$ cat src/rtl/id_ex_pipe.sv
// ID/EX pipeline register with load-use hazard detection, flush/hold handling and a bubble counter.
// Optional feature macro: HAZARD_DET_EN (load-use detection and bubble insertion).
module id_ex_pipe #(
    parameter int DATA_W     = 32,
    parameter int REG_ADDR_W = 5,
    parameter int CNT_W      = 16
) (
    input  logic                  clk,
    input  logic                  rst_n,
    input  logic                  hold_i,
    input  logic                  flush_i,
    input  logic                  id_valid,
    input  logic                  RegDest,
    input  logic                  SaltoCond,
    input  logic                  LeerMem,
    input  logic                  MemaReg,
    input  logic                  EscrMem,
    input  logic                  FuenteALU,
    input  logic                  EscrReg,
    input  logic [1:0]            ALUOp,
    input  logic [DATA_W-1:0]     pc4_id,
    input  logic [DATA_W-1:0]     rd1_id,
    input  logic [DATA_W-1:0]     rd2_id,
    input  logic [DATA_W-1:0]     imm_id,
    input  logic [REG_ADDR_W-1:0] rs_id,
    input  logic [REG_ADDR_W-1:0] rt_id,
    input  logic [REG_ADDR_W-1:0] rd_id,
    output logic                  RegDest_ex,
    output logic                  SaltoCond_ex,
    output logic                  LeerMem_ex,
    output logic                  MemaReg_ex,
    output logic                  EscrMem_ex,
    output logic                  FuenteALU_ex,
    output logic                  EscrReg_ex,
    output logic [1:0]            ALUOp_ex,
    output logic [DATA_W-1:0]     pc4_id_ex,
    output logic [DATA_W-1:0]     rd1_id_ex,
    output logic [DATA_W-1:0]     rd2_id_ex,
    output logic [DATA_W-1:0]     imm_id_ex,
    output logic [REG_ADDR_W-1:0] rs_id_ex,
    output logic [REG_ADDR_W-1:0] rt_id_ex,
    output logic [REG_ADDR_W-1:0] rd_id_ex,
    output logic                  ex_valid,
    output logic                  stall_o,
    output logic [CNT_W-1:0]      bubble_cnt
);

    function automatic logic [CNT_W-1:0] satInc(input logic [CNT_W-1:0] val);
        if (val == {CNT_W{1'b1}}) begin
            return val;
        end else begin
            return val + {{(CNT_W-1){1'b0}}, 1'b1};
        end
    endfunction

    logic hazardHit;

`ifdef HAZARD_DET_EN
    // Load in EX whose destination rt feeds a source of the instruction in ID
    always_comb begin
        hazardHit = 1'b0;
        if (LeerMem_ex && ex_valid && id_valid && (rt_id_ex != {REG_ADDR_W{1'b0}})) begin
            hazardHit = (rt_id_ex == rs_id) || (rt_id_ex == rt_id);
        end else begin
            hazardHit = 1'b0;
        end
    end
`else
    assign hazardHit = 1'b0;
`endif

    // A flush kills the ID instruction anyway, so no stall is requested for it
    always_comb begin
        stall_o = 1'b0;
        if (flush_i) begin
            stall_o = 1'b0;
        end else begin
            stall_o = hazardHit;
        end
    end

    // Pipeline register: flush > hold > bubble > normal load
    always_ff @(posedge clk or negedge rst_n) begin
        if (!rst_n) begin
            RegDest_ex   <= 1'b0;
            SaltoCond_ex <= 1'b0;
            LeerMem_ex   <= 1'b0;
            MemaReg_ex   <= 1'b0;
            EscrMem_ex   <= 1'b0;
            FuenteALU_ex <= 1'b0;
            EscrReg_ex   <= 1'b0;
            ALUOp_ex     <= 2'b00;
            pc4_id_ex    <= {DATA_W{1'b0}};
            rd1_id_ex    <= {DATA_W{1'b0}};
            rd2_id_ex    <= {DATA_W{1'b0}};
            imm_id_ex    <= {DATA_W{1'b0}};
            rs_id_ex     <= {REG_ADDR_W{1'b0}};
            rt_id_ex     <= {REG_ADDR_W{1'b0}};
            rd_id_ex     <= {REG_ADDR_W{1'b0}};
            ex_valid     <= 1'b0;
            bubble_cnt   <= {CNT_W{1'b0}};
        end else if (hold_i && !flush_i) begin
            RegDest_ex   <= RegDest_ex;
            SaltoCond_ex <= SaltoCond_ex;
            LeerMem_ex   <= LeerMem_ex;
            MemaReg_ex   <= MemaReg_ex;
            EscrMem_ex   <= EscrMem_ex;
            FuenteALU_ex <= FuenteALU_ex;
            EscrReg_ex   <= EscrReg_ex;
            ALUOp_ex     <= ALUOp_ex;
            pc4_id_ex    <= pc4_id_ex;
            rd1_id_ex    <= rd1_id_ex;
            rd2_id_ex    <= rd2_id_ex;
            imm_id_ex    <= imm_id_ex;
            rs_id_ex     <= rs_id_ex;
            rt_id_ex     <= rt_id_ex;
            rd_id_ex     <= rd_id_ex;
            ex_valid     <= ex_valid;
            bubble_cnt   <= bubble_cnt;
        end else begin
            pc4_id_ex <= pc4_id;
            rd1_id_ex <= rd1_id;
            rd2_id_ex <= rd2_id;
            imm_id_ex <= imm_id;
            rs_id_ex  <= rs_id;
            rt_id_ex  <= rt_id;
            rd_id_ex  <= rd_id;
            if (flush_i || stall_o) begin
                RegDest_ex   <= 1'b0;
                SaltoCond_ex <= 1'b0;
                LeerMem_ex   <= 1'b0;
                MemaReg_ex   <= 1'b0;
                EscrMem_ex   <= 1'b0;
                FuenteALU_ex <= 1'b0;
                EscrReg_ex   <= 1'b0;
                ALUOp_ex     <= 2'b00;
                ex_valid     <= 1'b0;
                bubble_cnt   <= satInc(bubble_cnt);
            end else begin
                // An empty ID slot must never carry live control into EX
                RegDest_ex   <= RegDest   & id_valid;
                SaltoCond_ex <= SaltoCond & id_valid;
                LeerMem_ex   <= LeerMem   & id_valid;
                MemaReg_ex   <= MemaReg   & id_valid;
                EscrMem_ex   <= EscrMem   & id_valid;
                FuenteALU_ex <= FuenteALU & id_valid;
                EscrReg_ex   <= EscrReg   & id_valid;
                ALUOp_ex     <= ALUOp & {2{id_valid}};
                ex_valid     <= id_valid;
                bubble_cnt   <= bubble_cnt;
            end
        end
    end

endmodule
$ cat config.mk
export PLATFORM = sky130hd
export DESIGN_NAME = id_ex_pipe
export DESIGN_NICKNAME = d
export VERILOG_FILES = /design/src/rtl/id_ex_pipe.sv
export SDC_FILE = /design/constraint.sdc
export NUM_CORES = 1
export LEC_CHECK = 0
export BUFFER_PORTS_ARGS = -buffer_cell sky130_fd_sc_hd__buf_2
export CORE_MARGIN = 5
export CORE_UTILIZATION = 45
export DETAILED_ROUTE_END_ITERATION = 8
export PLACE_DENSITY = 0.79
export RECOVER_POWER = 50
export SYNTH_ARGS = -nofsm -noshare
export SYNTH_HDL_FRONTEND = slang
export SYNTH_SLANG_ARGS = --single-unit
$ cat constraint.sdc
create_clock -name clk -period 2.45 [get_ports clk]
set_input_delay 0.1225 -clock clk [delete_from_list [all_inputs] [get_ports clk]]
set_output_delay 0.1225 -clock clk [all_outputs]
set_load 0.005 [all_outputs]
======== Yosys cells after proc, flatten, opt, wreduce, memory -nomap -nowiden ========
Cells that the tools add are included.
word-level totals
  register bits ........................... 169
cells by class
  add/subtract/negate cells ............... 1
  equality and inequality tests ........... 1
  multiplexer cells ....................... 9
  bitwise gates (word level) .............. 10
  reductions and logical operators ........ 3
operator list
  kind                                            number
  adder 16 x 1 -> 16 bit (second input constant)  1
  equality test 16 bit (second input constant)    1
  two-way mux 1 bit                               8
  AND 1 bit                                       7
  AND reduction 3 bit                             1
  AND 2 bit                                       1
  two-way mux 2 bit                               1
  inverter 1 bit                                  2
  logical AND 1 bit                               1
  logical NOT 1 bit                               1

======== Longest topological paths before layout ========
Gate-level depths: netlist (run 1).
  depth after elaboration ................. 4
  depth in mapped cells ................... 6
  depth with buffers taken out ............ 5

======== Worst setup path after synthesis (run 1) ========
Ideal clock, no wire load.
  path type ............................... reg-to-reg
  from .................................... register bubble_cnt[0]
  to ...................................... register bubble_cnt[1]
  setup time .............................. 127 ps
  arrival ................................. 1626 ps
  required time ........................... 2323 ps
  path slack .............................. 697 ps
  stages on the path, launching flop included .. 6
  buffers on the path ..................... 0
  cells stage by stage .................... dfrtp_1 > ha_1 > nand3_1 > or4_4 > nand2_2 > mux2_1
on the way
  word-level cells in the longest chain between the ends .. 3
  elaborated cells on any way between the ends .. 4
  classes of those cells .................. 1 x add/sub; 1 x eq/ne; 1 x bitwise; 1 x reduce/logical
RTL lines
  what                                                            line  text
  start: declaration                                              45    output logic [CNT_W-1:0] bubble_cnt
  start signal: assignment                                        101   bubble_cnt <= {CNT_W{1'b0}};
  start signal: assignment                                        119   bubble_cnt <= bubble_cnt;
  start signal: assignment                                        138   bubble_cnt <= satInc(bubble_cnt);
  branches (longest 3 deep; another with adder 16 x 1 -> 16 bit)  n/a
Several ways; the timed one is not identified.
A chain may end at the register's enable or synchronous reset.

======== Worst setup path in the final report (run 1) ========
  from .................................... input port flush_i
  to ...................................... register imm_id_ex[5]
on the way
  word-level cells in the longest chain between the ends .. 2
RTL lines
  what                    line  text
  start: declaration      11    input logic flush_i,
  logical NOT 1 bit       102   end else if (hold_i && !flush_i) begin
  logical AND 1 bit       102
  end signal: assignment  96    imm_id_ex <= {DATA_W{1'b0}};
  end signal: assignment  114   imm_id_ex <= imm_id_ex;
  end signal: assignment  124   imm_id_ex <= imm_id;
  end: declaration        39    output logic [DATA_W-1:0] imm_id_ex,
No other way between the ends.

==> Implementation_results.wiki, run 1 <==
{| class="wikitable"
! Metric !! Value
|-
| Outcome || complete, but fails checks
|-
| Violated checks || capacitance limit, slew limit
|-
| Worst hold start || flush_i
|-
| Post-Syn Area || 6440 sq um
|-
| Tmin final || 2.04 ns
|-
| Sequential share of power || 47.1%
|-
| Fraction of registers with async set or reset after synthesis || 100%
|-
| Multi-input gate area in the final layout || 2120 sq um
|-
| Area growth from synthesis to layout || 60.5%
|-
| Overall routed net length || 20.6 mm
|-
| Crit path largest cell delay || 1.37 ns
|-
| Floorplan die width || 130 microns
|-
| Syn_nets || 559
|-
| Final hold violations || 0
|-
| Number of placement rows || 43
|-
| Synth top cells by count || dfrtp_1, mux2_1, mux2_2
|-
| Top-level I/O count || 327
|-
| Setup repair bufs after CTS || 0
|-
| Crit path max-delay cell type || clkbuf_2
|-
| Wirelength per Cell || 19.0 microns
|-
| DRC violation count after routing || 0
|-
| Cell-by-cell listing of the critical path || buf_2 -> nor2b_4 -> clkbuf_2 -> mux2_2
|-
| Worst hold path type || input pin to register
|-
| Unrepaired setup endpoints after global routing || no
|-
| Number of antenna violations at the first check in global routing || 2
|-
| Design Power || 6.93 mW
|-
| CTS clk-pin slew, worst paths || 0.06 ns
|-
| Cts-stage hold buffer count || 153
|-
| RD Place Congestion || 0.884
|-
| Cell at the root of the clock tree || clkbuf_16
|-
| Launch point of the critical path || flush_i
|-
| Number of buffers inserted during clock tree synthesis || 17
|-
| Layout cell share with drive strength beyond 1 || 42.1%
|-
| Timing-limited maximum frequency || 0.490 GHz
|-
| Endpoint type of the worst setup path || register
|-
| Cell class contributing the biggest share of worst-path delay || buffers and inverters
|-
| Level count of the clock H-tree || 4
|-
| Die Height || 130 microns
|-
| Clock tree from TritonCTS || yes
|-
| Sw Ratio || 24.7%
|-
| Final-report setup violation count || 0
|-
| Total congestion overflow || 0
|-
| Ys flop type || dfrtp_1
|-
| Startpoint type of the worst setup path || input pin
|-
| Clock power share || 36.7%
|-
| Slew Limit Fails || 155
|-
| Average vias per placed instance || 4.99
|-
| Power per cell area || 670 nW/um^2
|-
| Via Count || 5,391
|-
| Slew headroom || -29.4%
|-
| Skew-Pair Late Insertion Delay || 0.42 ns
|-
| Initial detailed-routing violation count || 189
|-
| PostCTS Resize Cnt || 0
|-
| Cell count after placement || 893
|-
| DRT antenna net count || 0
|-
| Final non-filler cell total || 1,080
|-
| Static power due to leakage || 5.02 nW
|-
| Most used standard cell by instance count after synthesis || dfrtp_1
|-
| Overall track demand over capacity in global routing || 24.5%
|-
| Psw || 1.71 mW
|-
| Cells taking the most area after synthesis || dfrtp_1, mux2_1, mux2_2
|-
| Seq/Total Area, Yosys || 65.7%
|-
| Global-route wire length before repair || 31.6 mm
|-
| Max-Cap Viols || 2
|-
| Actual slew at the worst max-slew pin || 1.94 ns
|-
| Sink Count || 169
|-
| Count of flip-flops with a built-in enable after synthesis || 0
|-
| Starting utilization of the core area || 46.2%
|-
| Register area || 4230 sq um
|-
| Total number of yosys warnings || 0
|-
| Final setup skew || 0.00347 ns
|-
| Final Cycle Share || 83.2%
|-
| Count of buffering cells on the critical path with inverters included || 2
|-
| Crit path required time || 2.75 ns
|-
| Core Area || 13,900 sq um
|-
| Part of the power in combinational logic || 16.3%
|-
| Synth Register Bits || 169
|-
| Synth top area share || 65.7%
|-
| Maximum count of clock buffers along a single path || 2
|-
| Placed wire-length estimate after detailed placement || 12.8 mm
|-
| Cell Int Power || 5.22 mW
|-
| Final net count || 1,043
|-
| Number of global-route vias before repair || 6,083
|-
| Die area || 16,800 sq um
|-
| Endpoint arrival time on the critical path || 2.34 ns
|-
| Maximum number of pins on one net before global-route repair || 80
|-
| Dominant cell type by area after synthesis || dfrtp_1
|-
| Count of unique library cells instantiated by Yosys || 28
|-
| Post-Syn Instances || 401
|-
| Maximum vdd ir drop || 0.421 mV
|-
| Critical Setup Path Class || input pin to register
|-
| Post-Synthesis Mean Instance Area || 16.1 sq um
|-
| First-pass iteration count of the detailed router || 4
|-
| FILL cells || 845
|-
| Reg-to-reg critical path startpoint || bubble_cnt[0]
|-
| Accumulated negative setup slack || 0 ns
|-
| Critical path fanouts, max || 79
|-
| Count of buffers from port buffering || 325
|}
==> sequential cells by signal, summed over array words and instances, names as in the netlist <==
name and count:
ALUOp_ex 2, EscrMem_ex 1, EscrReg_ex 1, FuenteALU_ex 1, LeerMem_ex 1, MemaReg_ex 1
RegDest_ex 1, SaltoCond_ex 1, bubble_cnt 16, ex_valid 1, imm_id_ex 32, pc4_id_ex 32
rd1_id_ex 32, rd2_id_ex 32, rd_id_ex 5, rs_id_ex 5, rt_id_ex 5
==> final cells by class <==
| class | instances | share of cell area (%) |
|---|---|---|
| tap | 180 | 2.18 |
| clock inverter | 9 | 0.981 |
| multi-input combinational | 213 | 20.5 |
| timing repair buffer | 484 | 30.9 |
| sequential | 169 | 40.9 |
| clock buffer | 20 | 4.42 |
| antenna | 5 | 0.121 |
==> per-layer routing <==
metal	wire (microns)	vias up	global-route usage, %
met5	0	-	0
met4	642	0	10.9
met3	1760	58	7.83
met2	11000	287	44.5
met1	7140	2649	25.9
li1	-	2397	-
==> cells in the final DEF (no fill, tap or decap), types with 2 or more instances in the layout <==
cell / netlist / final
nor2_1: 3 / 3
clkinv_2: 0 / 5
bufinv_16: 0 / 2
nand4_1: 7 / 7
mux2_2: 30 / 28
xnor2_1: 4 / 4
buf_4: 1 / 2
nand3_1: 4 / 4
dfrtp_1: 169 / 169
a22o_1: 9 / 9
dlygate4sd3_1: 0 / 153
and3_1: 3 / 3
and2_1: 2 / 2
a31oi_1: 2 / 2
clkbuf_1: 0 / 15
xor2_1: 9 / 9
nand2_1: 5 / 5
diode_2: 0 / 5
clkbuf_16: 0 / 17
nor2b_4: 1 / 2
mux2_1: 115 / 117
nor3b_1: 3 / 3
clkbuf_8: 0 / 2
clkbuf_2: 0 / 4
nor3_1: 6 / 6
buf_2: 17 / 309
and4_1: 2 / 2
==> power groups by stage <==
stage / Combinational, mW / Sequential [mW] / Clock [mW]
5_1_grt: 1.23 / 3.29 / 2.70
3_5_place_dp: 0.914 / 3.28 / 0
4_1_cts: 1.11 / 3.24 / 2.58
3_3_place_gp: 0.891 / 3.25 / 0
6_report: 1.13 / 3.26 / 2.54
2_1_floorplan: 0.329 / 3.29 / 0
==> through the flow <==
| stage | hold slack (ns) | setup WS, ns | utilization [%] | area, sq um |
|---|---|---|---|---|
| detailed placement | 0.105 | 0.607 | 59.5 | 8290 |
| floorplan | -0.173 | 0.697 | - | 6440 |
| CTS | 0.0728 | 0.571 | 74.5 | 10400 |
| global route | 0.120 | 0.322 | 74.1 | 10300 |
| finish | 0.104 | 0.411 | 74.2 | 10300 |
| global placement | 0.0921 | 0.648 | 59.5 | 8290 |
==> final timing paths <==
kind	endpoint	slack (ns)	depth (start not counted)
setup / recovery	imm_id_ex[5]	0.41	4
hold / removal	bubble_cnt[7]	0.10	3
setup reg to reg	bubble_cnt[1]	0.49	5
hold reg to reg	pc4_id_ex[11]	0.48	1
max in group asynchronous	pc4_id_ex[8]	0.81	3
min in group asynchronous	imm_id_ex[25]	0.53	2
==> worst reg2reg max path, cell delays in order, from the launching register on <==
cell,delay (ns)
dfrtp_1,0.45
ha_1,0.30
nand3_1,0.10
or4_4,0.54
nand2_2,0.12
mux2_1,0.33
==> cells by family (layout without fill, tap and decap cells) <==
family,count (synthesis),count (layout),synth area share [%]
flip-flops,169,169,65.7
multiplexers,145,145,25.4
AND/OR/NAND/NOR,41,41,3.91
buffers and inverters,19,513,1.50
XOR/XNOR,13,13,1.77
AO/OA/AOI/OAI,12,12,1.54
adder cells (fa/ha/maj),1,1,0.194
other,1,6,0.0582
Note: power is estimated with default switching activity, not from simulation.
==> inputs of run 2 (changes only) <==
==> constraint.sdc (replaced) <==
create_clock -name clk -period 2 [get_ports clk]
set_input_delay 0.1 -clock clk [delete_from_list [all_inputs] [get_ports clk]]
set_output_delay 0.1 -clock clk [all_outputs]
set_load 0.005 [all_outputs]
==> Implementation_results.wiki, run 2 (synthesized netlist as in run 1, its figures left out) <==
{| class="wikitable"
! Metric !! Value
|-
| Outcome || complete, but fails checks (unchanged)
|-
| Violated checks || capacitance limit, slew limit (unchanged)
|-
| Met2 Usage GRT || 46.0% (was 44.5%)
|-
| Overall track demand over capacity in global routing || 24.8% (was 24.5%)
|-
| Number of buffers inserted during clock tree synthesis || 17 (unchanged)
|-
| Maximum count of clock buffers along a single path || 2 (unchanged)
|-
| Top library cells by usage in the layout, fill and taps aside || buf_2, dfrtp_1, dlygate4sd3_1 (unchanged)
|-
| Final net count || 1,044 (was 1,043)
|-
| Number of cell instances on the worst register-to-register path || 5 (unchanged)
|-
| Slew headroom || -0.756% (was -29.4%)
|-
| Power per cell area || 829 nW/um^2 (was 670 nW/um^2)
|-
| Sink Count || 169 (unchanged)
|-
| Slack of the worst reg-to-reg path || 0.09 ns (was 0.49 ns)
|-
| Average vias per placed instance || 4.99 (about the same)
|-
| DRT antenna net count || 0 (unchanged)
|-
| Accumulated negative setup slack || 0 ns (unchanged)
|-
| RD Place Congestion || 0.859 (was 0.884)
|-
| CTS clk-pin slew, worst paths || 0.06 ns (about the same)
|-
| Most utilized layer in the global route result || met2 (unchanged)
|-
| Tmin final || 1.91 ns
|-
| Total congestion overflow || 0 (unchanged)
|-
| Maximum number of pins on one net before global-route repair || 84 (was 80)
|-
| Endpoint arrival time on the critical path || 2.20 ns (was 2.34 ns)
|-
| Floorplan die width || 130 microns (unchanged)
|-
| Endpoint type of the worst setup path || register (unchanged)
|-
| Maximum vdd ir drop || 0.474 mV (was 0.421 mV)
|-
| Unrepaired setup endpoints after global routing || no (unchanged)
|-
| Die area || 16,800 sq um (unchanged)
|-
| Overall routed net length || 20.8 mm (was 20.6 mm)
|-
| Startpoint type of the worst setup path || register (was input pin)
|-
| Cell-by-cell listing of the critical path || ha_1 -> nand3_1 -> or4_4 -> nand2_2 -> mux2_1 (was buf_2 -> nor2b_4 -> clkbuf_2 -> mux2_2)
|-
| Launch point of the critical path || bubble_cnt[0] (was flush_i)
|-
| Crit path to || bubble_cnt[1] (was imm_id_ex[5])
|-
| Crit path max-delay cell type || or4_4 (was clkbuf_2)
|-
| Number of global-route vias before repair || 6,116 (was 6,083)
|-
| Crit path required time || 2.30 ns (was 2.75 ns)
|-
| Wirelength per Cell || 19.2 microns (was 19.0 microns)
|-
| Static power due to leakage || 5.06 nW (was 5.02 nW)
|-
| Skew-Pair Late Insertion Delay || 0.42 ns (about the same)
|-
| Cell at the root of the clock tree || clkbuf_16 (unchanged)
|-
| Final setup skew || 0.00825 ns (was 0.00347 ns)
|-
| Terminus of the critical flop-to-flop path || bubble_cnt[1] (unchanged)
|-
| Final Cycle Share || 95.4%
|-
| Worst hold path type || input pin to register (unchanged)
|-
| Worst Setup Slack, final || 0.0918 ns (was 0.411 ns)
|-
| Die Height || 130 microns (unchanged)
|-
| Actual slew at the worst max-slew pin || 1.51 ns (was 1.94 ns)
|-
| DRC violation count after routing || 0 (unchanged)
|-
| Final-report setup violation count || 0 (unchanged)
|-
| Via Count || 5,396 (was 5,391)
|-
| Initial detailed-routing violation count || 227 (was 189)
|-
| Layout cell share with drive strength beyond 1 || 43.8% (was 42.1%)
|-
| Clock tree from TritonCTS || yes (unchanged)
|-
| Core Area || 13,900 sq um (unchanged)
|-
| Critical Setup Path Class || register to register (was input pin to register)
|-
| Top-level I/O count || 327 (unchanged)
|-
| Max-Cap Viols || 1 (was 2)
|-
| Cell depth of the worst hold path || 3 (unchanged)
|-
| Reg-to-reg critical path startpoint || bubble_cnt[0] (unchanged)
|-
| Count of buffers from port buffering || 325 (unchanged)
|-
| Critical path fanouts, max || 6 (was 79)
|-
| Met1 Track Usage GR || 26.6% (was 25.9%)
|-
| Setup repair bufs after CTS || 0 (unchanged)
|-
| Starting utilization of the core area || 46.2% (unchanged)
|-
| First-pass iteration count of the detailed router || 5 (was 4)
|-
| Crit path largest cell delay || 0.54 ns (was 1.37 ns)
|-
| Timing-limited maximum frequency || 0.524 GHz
|-
| Final hold violations || 0 (unchanged)
|-
| Global-route wire length before repair || 32.1 mm (was 31.6 mm)
|-
| Worst setup slack before clock tree synthesis || 0.168 ns (was 0.607 ns)
|-
| Met3 usage in global routing || 6.64% (was 7.83%)
|-
| Leading cell type in the layout, fill and taps excluded || buf_2 (unchanged)
|-
| Number of placement rows || 43 (unchanged)
|-
| Level count of the clock H-tree || 4 (unchanged)
|-
| Slew Limit Fails || 64 (was 155)
|-
| Number of antenna violations at the first check in global routing || 2 (unchanged)
|-
| Placed wire-length estimate after detailed placement || 12.7 mm (was 12.8 mm)
|-
| Area growth from synthesis to layout || 61.5% (was 60.5%)
|}
[run 2: cell count changes in the layout (fill, tap and decap cells not counted), sizes merged]
cell	previous run	this run
buf	313	328
clkbuf	38	26
clkinv	6	3
clkinvlp	1	4
diode	5	3
inv	0	1
[run 2: report_power, final]
part,switching [mW],internal [mW]
Clock,1.31,1.94
Sequential,0.248,3.74
Combinational,0.595,0.780
[run 2: how the worst min path moves through the flow]
stage | startpoint | slack (ns) | to
6_report | flush_i | 0.17 | bubble_cnt[5]
5_1_grt | flush_i | 0.17 | bubble_cnt[0]
4_1_cts | flush_i | 0.05 | bubble_cnt[0]
3_5_place_dp | rst_n | 0.14 | bubble_cnt[11]
3_3_place_gp | rst_n | 0.13 | bubble_cnt[10]
2_1_floorplan | rst_n | -0.20 | ALUOp_ex[0]
[run 2: worst max-delay path, delay by kind of cell (launching register included)]
kind / cells / cell delay, ns
muxes: 1 / 0.33
DFF: 1 / 0.43
and+or+nand+nor: 3 / 0.76
adders and majority gates: 1 / 0.27
[run 2: what timing repair did]
item                      in CTS  in global routing
hold buffers                 153                  0
hold endpoints to repair     213                  0
gates resized for setup        0                  0
[run 2: per-layer routing]
layer / part of all wire [%] / wire length [microns]
met5: 0 / 0
met4: 2.7 / 560
met3: 8.6 / 1790
met2: 54 / 11300
met1: 34 / 7130
[run 2: area by class of cell]
type,count,area [sq um]
clock inverters,10,118
multi-input cells,213,2110
flip-flops and latches,169,4230
fillers,814,3540
well taps,180,225
clock buffers,22,474
repair buffers,485,3230
diodes,3,7.51
[run 2: stage by stage]
stage,utilization [%],instance area [sq um],power [mW],hold WS (ns),cells
global route,74.6,10400,8.98,0.167,1081
finish,74.6,10400,8.62,0.169,1082
detailed placement,59.6,8310,5.14,0.137,894
floorplan,-,6440,4.43,-0.196,401
global placement,59.6,8310,5.08,0.127,894
CTS,74.9,10400,8.63,0.0521,1079
